--- src/rtl/regfile_port_arbiter_pkg.sv ---
// rtl/regfile_port_arbiter_pkg.sv - shared types and sizes for the regfile port arbiter
package regfile_arb_pkg;
  localparam int NREQ       = 2;
  localparam int DATA_W_DEF = 16;
  localparam int ADDR_W_DEF = 3;

  typedef enum logic {
    ARB  = 1'b0,
    LOCK = 1'b1
  } state_t;
endpackage

--- src/rtl/regfile_port_arbiter_if.sv ---
// rtl/regfile_port_arbiter_if.sv - requester, response and regfile signal bundle
interface regfile_port_arbiter_if
  import regfile_arb_pkg::*;
#(
  parameter int DATA_W = DATA_W_DEF,
  parameter int ADDR_W = ADDR_W_DEF
);
  logic [NREQ-1:0]        req;
  logic [NREQ-1:0]        req_we;
  logic [NREQ-1:0]        req_lock;
  logic [NREQ*ADDR_W-1:0] req_addr;
  logic [NREQ*DATA_W-1:0] req_wdata;
  logic [NREQ-1:0]        gnt;
  logic [NREQ-1:0]        rsp_valid;
  logic [DATA_W-1:0]      rsp_data;
  logic [DATA_W-1:0]      rf_data_in;
  logic [ADDR_W-1:0]      rf_writenum;
  logic                   rf_write;
  logic [ADDR_W-1:0]      rf_readnum;
  logic [DATA_W-1:0]      rf_data_out;

  // master: requesters plus the regfile read port; slave: the arbiter
  modport master (
    output req, req_we, req_lock, req_addr, req_wdata, rf_data_out,
    input  gnt, rsp_valid, rsp_data, rf_data_in, rf_writenum, rf_write, rf_readnum
  );

  modport slave (
    input  req, req_we, req_lock, req_addr, req_wdata, rf_data_out,
    output gnt, rsp_valid, rsp_data, rf_data_in, rf_writenum, rf_write, rf_readnum
  );
endinterface

--- src/rtl/regfile_port_arbiter_rr_pick2.sv ---
// rtl/regfile_port_arbiter_rr_pick2.sv - combinational 2-way round-robin picker
module rr_pick2 (
  input  logic [1:0] req_i,
  input  logic       rr_ptr_i,
  output logic [1:0] gnt_o
);
  always_comb begin
    gnt_o = req_i;
    if (req_i == 2'b11) begin
      gnt_o = rr_ptr_i ? 2'b10 : 2'b01;
    end
  end
endmodule

--- src/rtl/regfile_port_arbiter.sv ---
// rtl/regfile_port_arbiter.sv - two-requester arbiter for a 1R/1W regfile with lock; REGFILE_ARB_STATS_EN adds grant/stall counters
module regfile_port_arbiter
  import regfile_arb_pkg::*;
#(
  parameter int DATA_W = DATA_W_DEF,
  parameter int ADDR_W = ADDR_W_DEF
) (
  input  logic                   clk,
  input  logic                   rst_n,
  regfile_port_arbiter_if.slave  bus
`ifdef REGFILE_ARB_STATS_EN
  ,
  output logic [2*16-1:0]        gnt_cnt,
  output logic [2*16-1:0]        stall_cnt
`endif
);
  state_t            state_q, state_d;
  logic              owner_q, owner_d;
  logic              rr_ptr_q, rr_ptr_d;
  logic [NREQ-1:0]   pick_gnt, gnt_int;
  logic [NREQ-1:0]   rsp_valid_q, rsp_valid_d;
  logic [DATA_W-1:0] rsp_data_q;
  logic [ADDR_W-1:0] addr_q;
  logic [DATA_W-1:0] data_in_q;
  logic              lock_hold, pick_ptr, any_gnt, sel, sel_we;
  logic [ADDR_W-1:0] sel_addr;
  logic [DATA_W-1:0] sel_wdata;

  assign lock_hold = (state_q == LOCK) && bus.req[owner_q] && bus.req_lock[owner_q];
  // The cycle that releases a lock favours the requester that was stalled.
  assign pick_ptr  = (state_q == LOCK) ? ~owner_q : rr_ptr_q;

  rr_pick2 u_pick (
    .req_i    (bus.req),
    .rr_ptr_i (pick_ptr),
    .gnt_o    (pick_gnt)
  );

  always_comb begin
    gnt_int = pick_gnt;
    if (lock_hold) begin
      gnt_int = owner_q ? 2'b10 : 2'b01;
    end
    if (!rst_n) begin
      gnt_int = '0;
    end
  end

  assign any_gnt   = |gnt_int;
  assign sel       = gnt_int[1];
  assign sel_we    = bus.req_we[sel];
  assign sel_addr  = sel ? bus.req_addr[2*ADDR_W-1:ADDR_W]   : bus.req_addr[ADDR_W-1:0];
  assign sel_wdata = sel ? bus.req_wdata[2*DATA_W-1:DATA_W] : bus.req_wdata[DATA_W-1:0];

  always_comb begin
    state_d     = ARB;
    owner_d     = owner_q;
    rr_ptr_d    = rr_ptr_q;
    rsp_valid_d = '0;
    if (any_gnt) begin
      rr_ptr_d = ~sel;
      owner_d  = sel;
      if (bus.req_lock[sel]) begin
        state_d = LOCK;
      end
      if (!sel_we) begin
        rsp_valid_d = gnt_int;
      end
    end
  end

  always_ff @(posedge clk or negedge rst_n) begin
    if (!rst_n) begin
      state_q     <= ARB;
      owner_q     <= 1'b0;
      rr_ptr_q    <= 1'b0;
      rsp_valid_q <= '0;
      rsp_data_q  <= '0;
      addr_q      <= '0;
      data_in_q   <= '0;
    end else begin
      state_q     <= state_d;
      owner_q     <= owner_d;
      rr_ptr_q    <= rr_ptr_d;
      rsp_valid_q <= rsp_valid_d;
      if (any_gnt) begin
        addr_q    <= sel_addr;
        data_in_q <= sel_wdata;
      end
      if (any_gnt && !sel_we) begin
        rsp_data_q <= bus.rf_data_out;
      end
    end
  end

  assign bus.gnt         = gnt_int;
  assign bus.rsp_valid   = rsp_valid_q;
  assign bus.rsp_data    = rsp_data_q;
  assign bus.rf_write    = any_gnt & sel_we & rst_n;
  assign bus.rf_writenum = any_gnt ? sel_addr : addr_q;
  assign bus.rf_readnum  = any_gnt ? sel_addr : addr_q;
  assign bus.rf_data_in  = any_gnt ? sel_wdata : data_in_q;

`ifdef REGFILE_ARB_STATS_EN
  logic [NREQ-1:0][15:0] gnt_cnt_q, stall_cnt_q;

  always_ff @(posedge clk or negedge rst_n) begin
    if (!rst_n) begin
      gnt_cnt_q   <= '0;
      stall_cnt_q <= '0;
    end else begin
      for (int i = 0; i < NREQ; i++) begin
        if (gnt_int[i] && gnt_cnt_q[i] != 16'hFFFF) begin
          gnt_cnt_q[i] <= gnt_cnt_q[i] + 16'd1;
        end
        if (bus.req[i] && !gnt_int[i] && stall_cnt_q[i] != 16'hFFFF) begin
          stall_cnt_q[i] <= stall_cnt_q[i] + 16'd1;
        end
      end
    end
  end

  assign gnt_cnt   = gnt_cnt_q;
  assign stall_cnt = stall_cnt_q;
`endif
endmodule

--- src/flat_wrapper.sv ---
// flat-port wrapper written by rule: the top's interface ports become plain ports
module regfile_port_arbiter_flat import regfile_arb_pkg::*;
#(
  parameter int DATA_W = DATA_W_DEF,
  parameter int ADDR_W = ADDR_W_DEF
)
  (clk, rst_n, bus_req, bus_req_we, bus_req_lock, bus_req_addr, bus_req_wdata, bus_rf_data_out, bus_gnt, bus_rsp_valid, bus_rsp_data, bus_rf_data_in, bus_rf_writenum, bus_rf_write, bus_rf_readnum);
  regfile_port_arbiter_if #(.DATA_W(DATA_W), .ADDR_W(ADDR_W)) bus_i ();
  input  logic clk;
  input  logic rst_n;
  input wire logic [$bits(bus_i.req)-1:0] bus_req;
  input wire logic [$bits(bus_i.req_we)-1:0] bus_req_we;
  input wire logic [$bits(bus_i.req_lock)-1:0] bus_req_lock;
  input wire logic [$bits(bus_i.req_addr)-1:0] bus_req_addr;
  input wire logic [$bits(bus_i.req_wdata)-1:0] bus_req_wdata;
  input wire logic [$bits(bus_i.rf_data_out)-1:0] bus_rf_data_out;
  output wire logic [$bits(bus_i.gnt)-1:0] bus_gnt;
  output wire logic [$bits(bus_i.rsp_valid)-1:0] bus_rsp_valid;
  output wire logic [$bits(bus_i.rsp_data)-1:0] bus_rsp_data;
  output wire logic [$bits(bus_i.rf_data_in)-1:0] bus_rf_data_in;
  output wire logic [$bits(bus_i.rf_writenum)-1:0] bus_rf_writenum;
  output wire logic [$bits(bus_i.rf_write)-1:0] bus_rf_write;
  output wire logic [$bits(bus_i.rf_readnum)-1:0] bus_rf_readnum;
  assign bus_i.req = bus_req;
  assign bus_i.req_we = bus_req_we;
  assign bus_i.req_lock = bus_req_lock;
  assign bus_i.req_addr = bus_req_addr;
  assign bus_i.req_wdata = bus_req_wdata;
  assign bus_i.rf_data_out = bus_rf_data_out;
  assign bus_gnt = bus_i.gnt;
  assign bus_rsp_valid = bus_i.rsp_valid;
  assign bus_rsp_data = bus_i.rsp_data;
  assign bus_rf_data_in = bus_i.rf_data_in;
  assign bus_rf_writenum = bus_i.rf_writenum;
  assign bus_rf_write = bus_i.rf_write;
  assign bus_rf_readnum = bus_i.rf_readnum;
  regfile_port_arbiter #(.DATA_W(DATA_W), .ADDR_W(ADDR_W)) u_core (.clk(clk), .rst_n(rst_n), .bus(bus_i));
endmodule
--- config.mk ---
export PLATFORM = sky130hd
export DESIGN_NAME = regfile_port_arbiter_flat
export DESIGN_NICKNAME = d
export VERILOG_FILES = /design/src/rtl/regfile_port_arbiter_pkg.sv /design/src/rtl/regfile_port_arbiter_if.sv /design/src/rtl/regfile_port_arbiter_rr_pick2.sv /design/src/rtl/regfile_port_arbiter.sv /design/src/flat_wrapper.sv
export SDC_FILE = /design/constraint.sdc
export NUM_CORES = 1
export LEC_CHECK = 0
export CAP_MARGIN = 20
export CORE_UTILIZATION = 34
export CTS_CLUSTER_DIAMETER = 200
export DETAILED_ROUTE_END_ITERATION = 7
export PLACE_DENSITY_LB_ADDON = 0.2
export SLEW_MARGIN = 10
export SYNTH_ARGS = -nofsm -noshare
export SYNTH_HDL_FRONTEND = slang
export SYNTH_SLANG_ARGS = --single-unit
--- constraint.sdc ---
create_clock -name clk -period 2.2 [get_ports clk]
set_clock_uncertainty 0.2 [all_clocks]
set_input_delay 0.44 -clock clk [delete_from_list [all_inputs] [get_ports clk]]
set_output_delay 0.44 -clock clk [all_outputs]
set_load 0.02 [all_outputs]
After elaboration in Yosys (flattened, before gate mapping)
Cells that the tools add are included.
{ "word_totals": {"ff_bits": 40, "output_inout_bits": 43, "wordCells": 41} }
{ "classes": {"bitwise_logic": 4, "mux": 22, "n_reduce_logical": 5, "n_lt_le_gt_ge": 2, "eq_ne": 1} }
{ "ops": {"columns": ["cell", "count"], "rows": [
  ["$mux 16", 2],
  ["$mux 2", 7],
  ["$mux 1", 11],
  ["$mux 3", 2],
  ["$lt 1x2->1 const B", 2],
  ["$logic_and 1x1->1", 3],
  ["$and 1x1->1", 2],
  ["$eq 2x2->1 const B", 1],
  ["$not 1->1", 2],
  ["$reduce_or 2->1", 1],
  ["$logic_not 1->1", 1]
]} }

Logic depth before layout (Yosys ltp)
{ "logic_depth": {"word_depth": 10, "ltp_mapped": 7, "mapped_depth_nobuf": 5} }

By module
A second synthesis with hierarchy kept.
{ "unflattened": {"hier_cells": 175, "area_unflattened_um2": 1813.0} }
{ "modules_own_cells": {"columns": ["mod", "n_inst", "area_per_inst_um2", "cells_per_inst"], "rows": [
  ["regfile_port_arbiter", 1, 1794.2, 172],
  ["rr_pick2", 1, 18.8, 3]
]} }

Worst setup path after synthesis
OpenSTA, ideal clock, no wires.
{ "synth_timing": {"path_kind": "input-to-output", "startpoint": "input bus_req_lock[0]", "endpoint": "output bus_rf_writenum[0]", "arrival_ps": 2022, "path_buffers": 2, "path_slack_ps": -462, "stages": 7, "path_cell_list": "and3b_1 > o31ai_4 > nand3_1 > a21boi_1 > buf_2 > a21o_1 > buf_4"} }
{ "synth_between": {"elab_chain_cells": 7, "elab_cells_between_ends": 8} }
{ "synth_rtl": {"columns": ["element", "line_no", "rtl"], "rows": [
  ["from (decl)", "flat_wrapper.sv:13", "input wire logic [$bits(bus_i.req_lock)-1:0] bus_req_lock;"],
  ["$mux 1 (not written as such) (2 in series)", "regfile_port_arbiter.sv:29", "assign lock_hold = (state_q == LOCK) && bus.req[owner_q] && bus.req_lock[owner_q];"],
  ["$logic_and 1x1->1", "regfile_port_arbiter.sv:29", null],
  ["$mux 2", "regfile_port_arbiter.sv:41", "if (lock_hold) begin"],
  ["$mux 2", "regfile_port_arbiter.sv:44", "if (!rst_n) begin"],
  ["via bus_gnt[0]", "flat_wrapper.sv:17", "output wire logic [$bits(bus_i.gnt)-1:0] bus_gnt;"],
  ["$reduce_or 2->1", "regfile_port_arbiter.sv:49", "assign any_gnt = |gnt_int;"],
  ["$mux 3", null, null],
  ["to (decl)", "flat_wrapper.sv:21", "output wire logic [$bits(bus_i.rf_writenum)-1:0] bus_rf_writenum;"]
]} }
The timed path passes the listed nets, and every way through them passes these cells. The select of a mux whose other input is x is not followed.

Worst setup path after layout
{ "layout_timing": {"startpoint": "register u_core.owner_q", "endpoint": "output bus_rf_writenum[1]"} }
{ "layout_between": {"elab_chain_cells": 8, "elab_cells_between_ends": 16} }
{ "layout_rtl": {"columns": ["element", "line_no", "rtl"], "rows": [
  ["from (decl)", "regfile_port_arbiter.sv:18", "logic owner_q, owner_d;"],
  ["from (signal assigned)", "regfile_port_arbiter.sv:83", "owner_q <= owner_d;"],
  ["$not 1->1 or $mux 1 (tied branches)", "regfile_port_arbiter.sv:31, regfile_port_arbiter.sv:29", null],
  ["$mux 1 (on tied branches)", "regfile_port_arbiter.sv:31, regfile_port_arbiter.sv:29", null],
  ["$mux 2 or $logic_and 1x1->1 (tied branches)", "regfile_port_arbiter_rr_pick2.sv:10, regfile_port_arbiter.sv:29", null],
  ["$mux 2 or $logic_and 1x1->1 (tied branches)", "regfile_port_arbiter_rr_pick2.sv:9, regfile_port_arbiter.sv:29", null],
  ["$mux 2 *", "regfile_port_arbiter.sv:41", null],
  ["$mux 2 *", "regfile_port_arbiter.sv:44", null],
  ["$mux 3 or $reduce_or 2->1 (tied branches)", "regfile_port_arbiter.sv:52, regfile_port_arbiter.sv:49", null],
  ["$mux 3 *", "regfile_port_arbiter.sv:100", "assign bus.rf_writenum = any_gnt ? sel_addr : addr_q;"]
]} }
Mark *: on every way between the ends. The rest lies on a longest branch, timed or not. The select of a mux whose other input is x is not followed.

==> run summary <==
The flow ran to the end, but the final reports show violations. The final reports fail on negative setup slack. The fraction of layout cells with a size suffix above 1 came out at 42.25%. The tightest min-delay check is of the input port to asynchronous set/reset pin type.

The number of warnings printed during yosys synthesis is 0. After clock tree synthesis, the clock-pin slew on the worst setup and hold paths is about 80 ps. The final-report setup violation count came out at 41. The maximum level of the CTS H-tree is 2. Hold timing on the final database bottoms out at a slack of slightly above 60 ps. The height of the die came out at roughly 75 µm.

In this run the mean area of a mapped cell was roughly 14 µm². The HPWL after detailed placement is between 3000 and 4000 µm. The final-report hold violation count came out at 0. In this run switching power makes up roughly a third of total power. The number of synthesized register bits is 40.

The violation count after the first detailed-route iteration came out at 63. The register area came out at 1001 µm². The detail route stage leaves a number of antenna-violating nets equal to 0.

The standby leakage power came out at 1.709 nW. The most frequent standard cell in the layout excluding fill and tap cells is sky130_fd_sc_hd__clkdlybuf4s50_1. The starting utilization of the core area came out at between 30% and 40%. The library cells used most frequently in the layout, excluding fill and tap cells, are sky130_fd_sc_hd__clkdlybuf4s50_1, sky130_fd_sc_hd__dfrtp_1, sky130_fd_sc_hd__buf_6, sky130_fd_sc_hd__buf_4, sky130_fd_sc_hd__a22o_1. Fill cells in the final layout number approximately 370.

The worst setup path is captured at an output port. The area of the multi-input gates is slightly below 900 µm². The area enclosed by the die boundary is approximately 5600 µm². Once routing completed, OpenROAD measured the worst setup slack at -571.9 ps. The number of max-slew violations in the final report came out at 0. The part of the cycle the worst path needs came out at 126.0%.

Combinational logic burns about 50% of the power. The number of instances in the synthesized netlist is 132. After synthesis, flip-flops and latches occupy a little under three fifths of the total area. The number of nets produced by synthesis is about 190. The number of global-route vias before repair is 1696.

After routing, the total negative slack on setup checks comes to -15860 ps. Setup repair after global routing could not meet its margin everywhere. The pre-antenna-repair detailed-routing pass consisted of 4 iterations. In the final design database the tool counted 346 nets. The per-cell routed wire length came out at roughly 17 µm.

The clock reaches the later pin of the worst-skew pair after approximately 290 ps. The biggest fanout along the worst timing path is 5. The maximum resistive drop on vdd is around 0.0005 V. The maximum operating frequency is 0.3608 GHz. 0 antenna diodes ended up in the layout. The library cell used as clock root buffer is sky130_fd_sc_hd__clkbuf_8.

The power density relative to cell area came out at ~800 nW/µm². In the routed layout, each cell is associated on average with a via count of roughly 4.8. After detailed routing, the total wire length is 5992 µm. Clock tree synthesis inserted a total of 5 buffers. TritonCTS built the clock tree. Across all layers, the routed design uses 1696 vias. In this run the horizontal extent of the chip is between 70 and 80 µm.

Compared with the post-synthesis result, the final layout area differs by 102.1%. The last weighted congestion value of the routability-driven placer is about 0.76. The cell-internal power came out at 1.964 mW.

The overflow left after global routing came out at 0. Entering global routing, the biggest net connects 22 pins. Counting every sink on the clock net gives 40. The tool flagged a number of max-cap violations equal to 0. In the routed design, unresolved DRC markers number 0. By startpoint and endpoint, the worst setup path is classified as register to output port. The category of the worst setup path launch point is a register.

The routed design could run at a clock period as short as 2772 ps. The global-route wire length before repair came out at ~8400 µm. The sequential share of power is 33.6%. The endpoint arrival time on the critical path came out at roughly 2100 ps. The clock network fraction of total power is between 10% and 20%. The placeable core region is 5107 µm². The worst slew margin relative to its limit came out at 72.54%. Across every metal layer, demand over resource in global routing totals 20.97%. The required time reported for the critical path endpoint came out at 1560 ps. After synthesis the cells add up to 1795 µm². The transition time at the pin with the least slew margin came out at about 410 ps. The top-level I/O count came out at 105.

The number of rows created at floorplan came out at 26. The reported net switching power is approximately 0.93 mW. The clock passes through at most 2 buffers. In this run the tool buffered the top-level ports with ~100 buffer cells.

The count of cell types in the netlist is 29. The initial antenna violation count is 0.
synth_stat cells (all sizes together):
| cell | count | share of area (%) |
|---|---|---|
| mux2 | 16 | 12 |
| a31oi | 1 | 0.35 |
| nand3 | 1 | 0.28 |
| a21boi | 1 | 0.42 |
| o31ai | 1 | 1.2 |
| clkbuf | 3 | 0.63 |
| buf | 7 | 3.2 |
| and2b | 1 | 0.42 |
| dfrtp | 40 | 56 |
| mux2i | 1 | 0.56 |
| o21ai | 2 | 0.56 |
| inv | 2 | 0.42 |
| nand2 | 4 | 0.84 |
| nand4b | 1 | 0.49 |
| a21oi | 3 | 1.7 |
| a22o | 20 | 9.8 |
| a21o | 19 | 7.9 |
| nor2b | 2 | 0.70 |
| a311o | 1 | 0.56 |
| and3b | 1 | 0.49 |
| and2 | 2 | 0.70 |
| o21ba | 1 | 0.56 |
| nor2 | 2 | 0.42 |
metal layers:
metal / track usage (%) / share of wire, % / vias up
met1: 25.11 / 40 / 827
met5: 0 / 0 / -
li1: - / - / 790
met4: 6.289 / 1.3 / 0
met2: 37.24 / 53 / 71
met3: 5.221 / 5.9 / 8
metrics by stage:
step                      setup WS (ps)  instance area, µm²  utilization (%)  cells  total power [mW]
after floorplan                  -218.9                1912                -    132             1.626
after global placement            -1189                3119            61.07    315             2.163
after detailed placement          -1218                3119            61.07    315             2.171
after CTS                        -582.7                3548            69.48    347             2.832
after global routing             -647.5                3628            71.04    354             3.035
final                            -571.9                3628            71.04    354             2.899
state kept, by name, indices dropped and copies added (netlist names):
name                  cells
u_core.bus.rsp_data      16
u_core.rr_ptr_q           1
u_core.addr_q             3
u_core.data_in_q         16
u_core.bus.rsp_valid      2
u_core.state_q            1
u_core.owner_q            1
cell type report:
cell class | count | share of cell area [%]
multi-input combinational | 82 | 24.45
timing repair buffer | 153 | 43.10
clock buffer | 5 | 1.897
sequential | 40 | 27.59
clock inverter | 2 | 0.3448
inverter | 2 | 0.2069
tap | 70 | 2.414
power by group through the flow:
stage	sequential, mW	clock [mW]	combinational [mW]
2_1_floorplan	1.07	0	0.556
3_3_place_gp	0.983	0	1.18
3_5_place_dp	0.981	0	1.19
4_1_cts	0.974	0.488	1.37
5_1_grt	0.990	0.522	1.52
6_report	0.975	0.474	1.45
critical path, cell delays in order, from the launching register on:
cell                      delay, ps
sky130_fd_sc_hd__dfrtp_1        370
sky130_fd_sc_hd__and3b_2        230
sky130_fd_sc_hd__o31ai_4        270
sky130_fd_sc_hd__buf_4          170
sky130_fd_sc_hd__a21oi_4         70
sky130_fd_sc_hd__buf_6          150
sky130_fd_sc_hd__a22o_1         240
sky130_fd_sc_hd__a21o_4         210
sky130_fd_sc_hd__buf_6          130
logic make-up after synthesis:
family | count (synthesis) | share of synthesized area [%]
AOI/OAI and AO/OA | 49 | 23.00
buffers and inverters | 12 | 4.251
muxes | 17 | 12.68
DFF | 40 | 55.75
and+or+nand+nor | 14 | 4.320
what timing repair did:
action | in CTS | in global routing
setup buffers | 22 | 10
endpoints found under the setup margin | 44 | 41
resized for setup | 171 | 18
cloned | 4 | 1
pin swaps | 17 | 19
endpoints found under the hold margin | 5 | 0
hold buffers | 1 | 0
path summary, 6_finish.rpt:
kind                                  from                endpoint  slack (ps)  depth (start not counted)
max                         u_core.owner_q      bus_rf_writenum[1]        -570                          8
min                                  rst_n  u_core.bus.rsp_data[9]          60                          3
max reg2reg                 u_core.owner_q  u_core.bus.rsp_data[1]        -210                          8
min reg2reg                u_core.rr_ptr_q         u_core.rr_ptr_q         310                          1
max in group asynchronous            rst_n  u_core.bus.rsp_data[6]        1090                          3
min in group clk           u_core.rr_ptr_q         u_core.rr_ptr_q         310                          1
(Power assumes the default switching activity.)
